<file path="src/rtl/keypad_pkg.sv">
// Shared helpers for the keypad scanner: key-code width and code composition.
package keypad_pkg;

  // Width of a key code for a ROWS x COLS matrix.
  function automatic int key_w(input int rows, input int cols);
    return (rows * cols <= 2) ? 1 : $clog2(rows * cols);
  endfunction

  // Key code of a matrix position, row-major.
  function automatic int key_code(input int row, input int col, input int cols);
    return row * cols + col;
  endfunction

endpackage

</file>
<file path="src/rtl/keypad_scanner_if.sv">
// Key event handshake between the scanner (master) and the game fsm (slave).
interface keypad_scanner_if #(
  parameter int KEY_W = 4
) ();
  logic [KEY_W-1:0] key;
  logic             key_valid;
  logic             key_ready;

  modport master (output key, output key_valid, input key_ready);
  modport slave  (input key, input key_valid, output key_ready);
endinterface

</file>
<file path="src/rtl/key_fifo.sv">
// First-word-fall-through event FIFO; a push on a full FIFO is accepted only
// when a pop happens in the same cycle.
module key_fifo #(
  parameter int DEPTH = 4,
  parameter int W     = 4
) (
  input  logic         clk,
  input  logic         rst,
  input  logic         push_i,
  input  logic [W-1:0] push_data_i,
  input  logic         pop_i,
  output logic         full_o,
  output logic         empty_o,
  output logic [W-1:0] head_o
);
  localparam int AW = $clog2(DEPTH);

  logic [W-1:0]  mem_q [DEPTH];
  logic [AW-1:0] wr_q, wr_d, rd_q, rd_d;
  logic [AW:0]   cnt_q, cnt_d;
  logic          do_push, do_pop;

  assign full_o  = (cnt_q == (AW+1)'(DEPTH));
  assign empty_o = (cnt_q == '0);
  assign head_o  = empty_o ? '0 : mem_q[rd_q];

  assign do_pop  = pop_i && !empty_o;
  assign do_push = push_i && (!full_o || do_pop);

  // Pointer and occupancy next state; pointers wrap because DEPTH is a power of two.
  always_comb begin
    wr_d  = do_push ? wr_q + 1'b1 : wr_q;
    rd_d  = do_pop  ? rd_q + 1'b1 : rd_q;
    cnt_d = cnt_q + (AW+1)'(do_push) - (AW+1)'(do_pop);
  end

  // Storage write; contents need no reset since head is masked while empty.
  always_ff @(posedge clk) begin
    if (do_push) mem_q[wr_q] <= push_data_i;
  end

  // Pointer/count registers.
  always_ff @(posedge clk) begin
    if (rst) begin
      wr_q  <= '0;
      rd_q  <= '0;
      cnt_q <= '0;
    end else begin
      wr_q  <= wr_d;
      rd_q  <= rd_d;
      cnt_q <= cnt_d;
    end
  end
endmodule

</file>
<file path="src/rtl/keypad_scanner.sv">
// ROWS x COLS matrix keypad scanner: row drive, column sampling, per-frame
// lowest-code priority, frame-level debounce and a key event FIFO.
module keypad_scanner
  import keypad_pkg::*;
#(
  parameter int ROWS       = 4,
  parameter int COLS       = 4,
  parameter int SCAN_DIV   = 50000,
  parameter int DEBOUNCE   = 4,
  parameter int FIFO_DEPTH = 4
) (
  input  logic                clk,
  input  logic                rst,
  input  logic [COLS-1:0]     columna_i,
  output logic [ROWS-1:0]     fila_o,
  output logic                keypad_pressed_o,
  output logic                overflow_o,
  keypad_scanner_if.master    evt
);
  localparam int KEY_W = key_w(ROWS, COLS);
  localparam int DW    = $clog2(SCAN_DIV);
  localparam int RW    = $clog2(ROWS);
  localparam int CW    = $clog2(DEBOUNCE + 1);

  logic [COLS-1:0]  sync1_q, sync2_q;
  logic [DW-1:0]    div_q, div_d;
  logic [RW-1:0]    row_q, row_d;
  logic             div_last, frame_end;

  // Partial candidate of the frame in progress (rows already sampled).
  logic             acc_hit_q, acc_hit_d;
  logic [KEY_W-1:0] acc_code_q, acc_code_d;
  // Previous frame candidate and debounce counter.
  logic             prev_hit_q, prev_hit_d;
  logic [KEY_W-1:0] prev_code_q, prev_code_d;
  logic [CW-1:0]    cnt_q, cnt_d, cnt_nxt;
  // Committed (debounced) key state.
  logic             stable_hit_q, stable_hit_d;
  logic [KEY_W-1:0] stable_code_q, stable_code_d;
  logic             overflow_q, overflow_d;

  logic             row_hit, frame_hit, same, commit, push, pop, full, empty;
  logic [KEY_W-1:0] row_code, frame_code, head;

  assign div_last  = (div_q == DW'(SCAN_DIV - 1));
  assign frame_end = div_last && (row_q == RW'(ROWS - 1));
  assign fila_o    = ~(ROWS'(1) << row_q);

  // Lowest active column of the row currently being sampled.
  always_comb begin
    row_code = '0;
    for (int c = COLS - 1; c >= 0; c--) begin
      if (!sync2_q[c]) row_code = KEY_W'(key_code(int'(row_q), c, COLS));
    end
  end

  // Rows are scanned in ascending order, so the first hit in a frame is the lowest code.
  always_comb begin
    row_hit    = ~&sync2_q;
    frame_hit  = acc_hit_q | row_hit;
    frame_code = acc_hit_q ? acc_code_q : row_code;
    same       = (frame_hit == prev_hit_q) && (!frame_hit || frame_code == prev_code_q);
    cnt_nxt    = same ? ((cnt_q == CW'(DEBOUNCE)) ? cnt_q : cnt_q + 1'b1) : CW'(1);
    commit     = frame_end && (cnt_nxt == CW'(DEBOUNCE)) &&
                 ((frame_hit != stable_hit_q) || (frame_hit && frame_code != stable_code_q));
    push       = commit && frame_hit;
  end

  // Scan, frame accumulation and debounce next state.
  always_comb begin
    div_d         = div_last ? '0 : div_q + 1'b1;
    row_d         = row_q;
    acc_hit_d     = acc_hit_q;
    acc_code_d    = acc_code_q;
    prev_hit_d    = prev_hit_q;
    prev_code_d   = prev_code_q;
    cnt_d         = cnt_q;
    stable_hit_d  = stable_hit_q;
    stable_code_d = stable_code_q;
    if (div_last) begin
      row_d = (row_q == RW'(ROWS - 1)) ? '0 : row_q + 1'b1;
      if (frame_end) begin
        acc_hit_d   = 1'b0;
        prev_hit_d  = frame_hit;
        prev_code_d = frame_code;
        cnt_d       = cnt_nxt;
        if (commit) begin
          stable_hit_d  = frame_hit;
          stable_code_d = frame_code;
        end
      end else if (!acc_hit_q && row_hit) begin
        acc_hit_d  = 1'b1;
        acc_code_d = row_code;
      end
    end
  end

  assign pop        = !empty && evt.key_ready;
  assign overflow_d = overflow_q | (push && full && !pop);

  // State registers; the column synchroniser idles high (no key).
  always_ff @(posedge clk) begin
    if (rst) begin
      sync1_q       <= '1;
      sync2_q       <= '1;
      div_q         <= '0;
      row_q         <= '0;
      acc_hit_q     <= 1'b0;
      acc_code_q    <= '0;
      prev_hit_q    <= 1'b0;
      prev_code_q   <= '0;
      cnt_q         <= '0;
      stable_hit_q  <= 1'b0;
      stable_code_q <= '0;
      overflow_q    <= 1'b0;
    end else begin
      sync1_q       <= columna_i;
      sync2_q       <= sync1_q;
      div_q         <= div_d;
      row_q         <= row_d;
      acc_hit_q     <= acc_hit_d;
      acc_code_q    <= acc_code_d;
      prev_hit_q    <= prev_hit_d;
      prev_code_q   <= prev_code_d;
      cnt_q         <= cnt_d;
      stable_hit_q  <= stable_hit_d;
      stable_code_q <= stable_code_d;
      overflow_q    <= overflow_d;
    end
  end

  key_fifo #(.DEPTH(FIFO_DEPTH), .W(KEY_W)) u_fifo (
    .clk         (clk),
    .rst         (rst),
    .push_i      (push),
    .push_data_i (frame_code),
    .pop_i       (pop),
    .full_o      (full),
    .empty_o     (empty),
    .head_o      (head)
  );

  assign evt.key          = head;
  assign evt.key_valid    = !empty;
  assign keypad_pressed_o = stable_hit_q;
  assign overflow_o       = overflow_q;
endmodule

</file>
<file path="src/flat_wrapper.sv">
// flat-port wrapper written by rule: the top's interface ports become plain ports
module keypad_scanner_flat import keypad_pkg::*;
#(
  parameter int ROWS       = 4,
  parameter int COLS       = 4,
  parameter int SCAN_DIV   = 50000,
  parameter int DEBOUNCE   = 4,
  parameter int FIFO_DEPTH = 4
)
  (clk, rst, columna_i, fila_o, keypad_pressed_o, overflow_o, evt_key, evt_key_valid, evt_key_ready);
  keypad_scanner_if #(.KEY_W(4)) evt_i ();
  input  logic clk;
  input  logic rst;
  input  logic [COLS-1:0] columna_i;
  output logic [ROWS-1:0] fila_o;
  output logic keypad_pressed_o;
  output logic overflow_o;
  output wire logic [$bits(evt_i.key)-1:0] evt_key;
  output wire logic [$bits(evt_i.key_valid)-1:0] evt_key_valid;
  input wire logic [$bits(evt_i.key_ready)-1:0] evt_key_ready;
  assign evt_key = evt_i.key;
  assign evt_key_valid = evt_i.key_valid;
  assign evt_i.key_ready = evt_key_ready;
  keypad_scanner #(.ROWS(ROWS), .COLS(COLS), .SCAN_DIV(SCAN_DIV), .DEBOUNCE(DEBOUNCE), .FIFO_DEPTH(FIFO_DEPTH)) u_core (.clk(clk), .rst(rst), .columna_i(columna_i), .fila_o(fila_o), .keypad_pressed_o(keypad_pressed_o), .overflow_o(overflow_o), .evt(evt_i));
endmodule
</file>
<file path="config.mk">
export PLATFORM = sky130hd
export DESIGN_NAME = keypad_scanner_flat
export DESIGN_NICKNAME = d
export VERILOG_FILES = /design/src/rtl/keypad_pkg.sv /design/src/rtl/keypad_scanner_if.sv /design/src/rtl/key_fifo.sv /design/src/rtl/keypad_scanner.sv /design/src/flat_wrapper.sv
export SDC_FILE = /design/constraint.sdc
export NUM_CORES = 1
export LEC_CHECK = 0
export ABC_AREA = 1
export CELL_PAD_IN_SITES_DETAIL_PLACEMENT = 0
export CELL_PAD_IN_SITES_GLOBAL_PLACEMENT = 1
export CORE_UTILIZATION = 45
export DETAILED_ROUTE_END_ITERATION = 10
export GPL_ROUTABILITY_DRIVEN = 0
export PLACE_DENSITY = 0.9
export SYNTH_ARGS = -nofsm -noshare
export SYNTH_HDL_FRONTEND = slang
export SYNTH_SLANG_ARGS = --single-unit
export TNS_END_PERCENT = 1
</file>
<file path="constraint.sdc">
create_clock -name clk -period 3.1 [get_ports clk]
set_input_delay 0.62 -clock clk [delete_from_list [all_inputs] [get_ports clk]]
set_output_delay 0.62 -clock clk [all_outputs]
set_load 0.02 [all_outputs]
</file>
==> out/qor.txt <==
Synth unique cells = 39
CP startpoint = u_core.div_q[0]$_SDFF_PP0_
CP max FO = 7
Top Usage Layer GRT = met2
Final core utilization = 54.09%
Placed cell areas = 0.003575 mm^2
Tot GR Track Use = 18.48%
Core area = 0.006944 mm^2
VDD IR max = 293.3 uV
FF+latch count, synth = 70
Synth top area cells = dfxtp_1 (33%), edfxtp_1 (15%), inv_1 (7.4%)
CP required = 3380 ps
Initial Util = 47.53%
Area delta synth->final = 13.80%
Met1 Use GR = 22.00%
Critical path type = reg -> reg
Antenna Nets Post-Route = 0
Chip width = 87.65 um
Iteration-0 DRC Markers = 97
DRC violations left = 0
Cell taking the most area after synthesis = dfxtp_1
Clk_skew = 6.155 ps
First-pass GRT wire length = 10860 um
PortBufs = 17
Max-slew headroom = 64.27%
Final setup fails = 0
Pins Over Slew Limit = 0
Die area = 0.007682 mm^2
Setup slack after layout = 256.5 ps
Setup TNS = 0 ps
Most common cell after layout, fill and taps aside = inv_1
Vias = 2619
Yosys top cell area share = 32.75%
H-tree levels = 3
Clock latency at the later pin of the worst-skew pair = 340 ps
Root buf cell = clkbuf_8
Mapped Cells = 409
I/O pin cnt = 18
TritonCTS Buffers = 9
Cell Count, Final, Fillers Out = 536
# placed instances = 518
Core Rows = 30
Vias in the first global route = 2447
Crit path launch type = flop
Antenna cell count = 0
Clock Sinks = 70
Post-Syn Area per Cell = 8.070 um^2
CP Capture Type = flop
Crit Reg-Reg Startpoint = u_core.div_q[0]$_SDFF_PP0_
Yosys warning count = 0
Final min period = 2844 ps
Fmax = 0.3517 GHz
Max_cap viols = 0
Syn nets = 430
Static leakage = 1.512 nW
Clock transition at the registers of the reported paths = 70 ps
Vias per cell = 4.886
Routed WL = 6273 um
Worst-margin pin slew = 531.9 ps
HPWL Detailed = 4720 um
Hold depth = 1
Critical register-to-register path endpoint = u_core.u_fifo.cnt_q[2]$_SDFF_PP0_
Gr ovfl total = 0
Flop-to-flop setup slack = 260 ps
Mapped Area = 0.003301 mm^2
R2R cell count = 19
CTS tree = done
Fill cells = 645
Die H = 87.65 um
Status = finished clean
Final hold vios = 0
CP endpoint = u_core.u_fifo.cnt_q[2]$_SDFF_PP0_
Commonest non-fill, non-tap cells in the layout = inv_1 (65), nand2_1 (62), dfxtp_1 (54), nor2_1 (49), nand3_1 (27)
GR Util met3 = 3.676%
Critical Path AT = 3120 ps
Worst slack, placed = 184.0 ps
Final period util = 91.73%
Pin count of the biggest net entering global routing = 25
Drt pass-1 iters = 4
Min-Delay Path Class = reg -> reg
Wire length per cell = 11.70 um
Max Root-Sink Buffers = 2
Fin area = 0.003756 mm^2
Sequential-to-total area share from yosys stat = 47.31%
Final nets = 456
Antenna violations before repair = 0
Power Dens Cells = 545.9 mW/mm^2
Setup repair after global routing missed its margin = false
Share of layout cells above drive strength 1 = 11.36%
Met2 usage = 31.82%
worst min-delay path by stage:
stage,startpoint,end
3_5_place_dp,u_core.sync1_q[1]$_SDFF_PP1_,u_core.sync2_q[1]$_SDFF_PP1_
6_report,u_core.sync1_q[0]$_SDFF_PP1_,u_core.sync2_q[0]$_SDFF_PP1_
4_1_cts,u_core.sync1_q[1]$_SDFF_PP1_,u_core.sync2_q[1]$_SDFF_PP1_
5_1_grt,u_core.sync1_q[1]$_SDFF_PP1_,u_core.sync2_q[1]$_SDFF_PP1_
3_3_place_gp,u_core.sync1_q[1]$_SDFF_PP1_,u_core.sync2_q[1]$_SDFF_PP1_
2_1_floorplan,u_core.sync1_q[0]$_SDFF_PP1_,u_core.sync2_q[0]$_SDFF_PP1_
timing repair:
action,4_1_cts,5_1_grt
gates resized for setup,0,0
setup buffers,0,2
endpoints found under the setup margin,0,1
hold buffers,0,0
worst max-delay path, stage by stage, from the launching register on:
cell,delay [ps]
dfxtp_1,350
ha_1,170
nand2_1,70
inv_2,60
nand2_2,60
nor2_1,130
inv_1,80
nor2_2,140
nand2_2,100
clkinv_4,90
nand2_4,50
a21oi_4,150
nand4_4,120
ha_1,300
inv_1,40
ha_1,200
fa_1,390
inv_1,70
o21ai_0,80
a21oi_1,120
state kept, by name, summed over array words and instances, names as in the netlist, 4 cells and up, named ones only:
register / cells
u_core.acc_code_q: 4
u_core.stable_code_q: 4
u_core.sync2_q: 4
u_core.u_fifo.mem_q: 16
u_core.div_q: 16
u_core.sync1_q: 4
u_core.prev_code_q: 4
report_power, final:
| part | internal, mW | switching, mW |
|---|---|---|
| sequential | 0.971 | 0.0335 |
| combinational | 0.168 | 0.249 |
| clock | 0.286 | 0.344 |
| total | 1.42 | 0.626 |
Yosys cell counts, drive strengths merged:
cell    number
a211oi       1
a21oi       25
a31oi        6
buf          2
clkbuf       4
clkinv       1
dfxtp       54
edfxtp      16
fa           1
ha          13
inv         70
nand2       70
nand3       29
nand3b       1
nand4        5
nor2        52
nor3         8
nor3b        3
nor4         2
o211a        1
o21a         2
o21ai       27
o22ai        4
o31ai        1
or2          8
xor2         3
final cells by class:
type / instances / area (um^2) / share of cell area [%]
Clock buffer: 10 / 127.6 / 3.398
Multi-Input combinational cell: 262 / 1434 / 38.17
Timing Repair Buffer: 21 / 200.2 / 5.330
Sequential cell: 70 / 1562 / 41.57
Tap cell: 96 / 120.1 / 3.198
Clock inverter: 6 / 38.79 / 1.033
Inverter: 71 / 274.0 / 7.295
per-layer routing:
metal  up-vias  wire (um)
li1       1377          -
met1      1187       2904
met2        47       3016
met3         8        260
met4         0         92
met5         -          0
through the flow:
stage	hold WS [ps]	power, mW
2_1_floorplan	389.5	1.290
3_3_place_gp	390.9	1.436
3_5_place_dp	392.3	1.449
4_1_cts	408.4	2.074
5_1_grt	426.4	2.172
6_report	408.6	2.051
logic make-up after synthesis:
kind of cell / Yosys count / synth area share [%]
DFF: 70 / 47.31
and+or+nand+nor: 178 / 25.66
AOI/OAI and AO/OA: 67 / 11.45
adders and majority gates: 14 / 5.535
xor gates and xnor gates: 3 / 0.7962
buffers and inverters: 77 / 9.249
(Power assumes the default switching activity.)
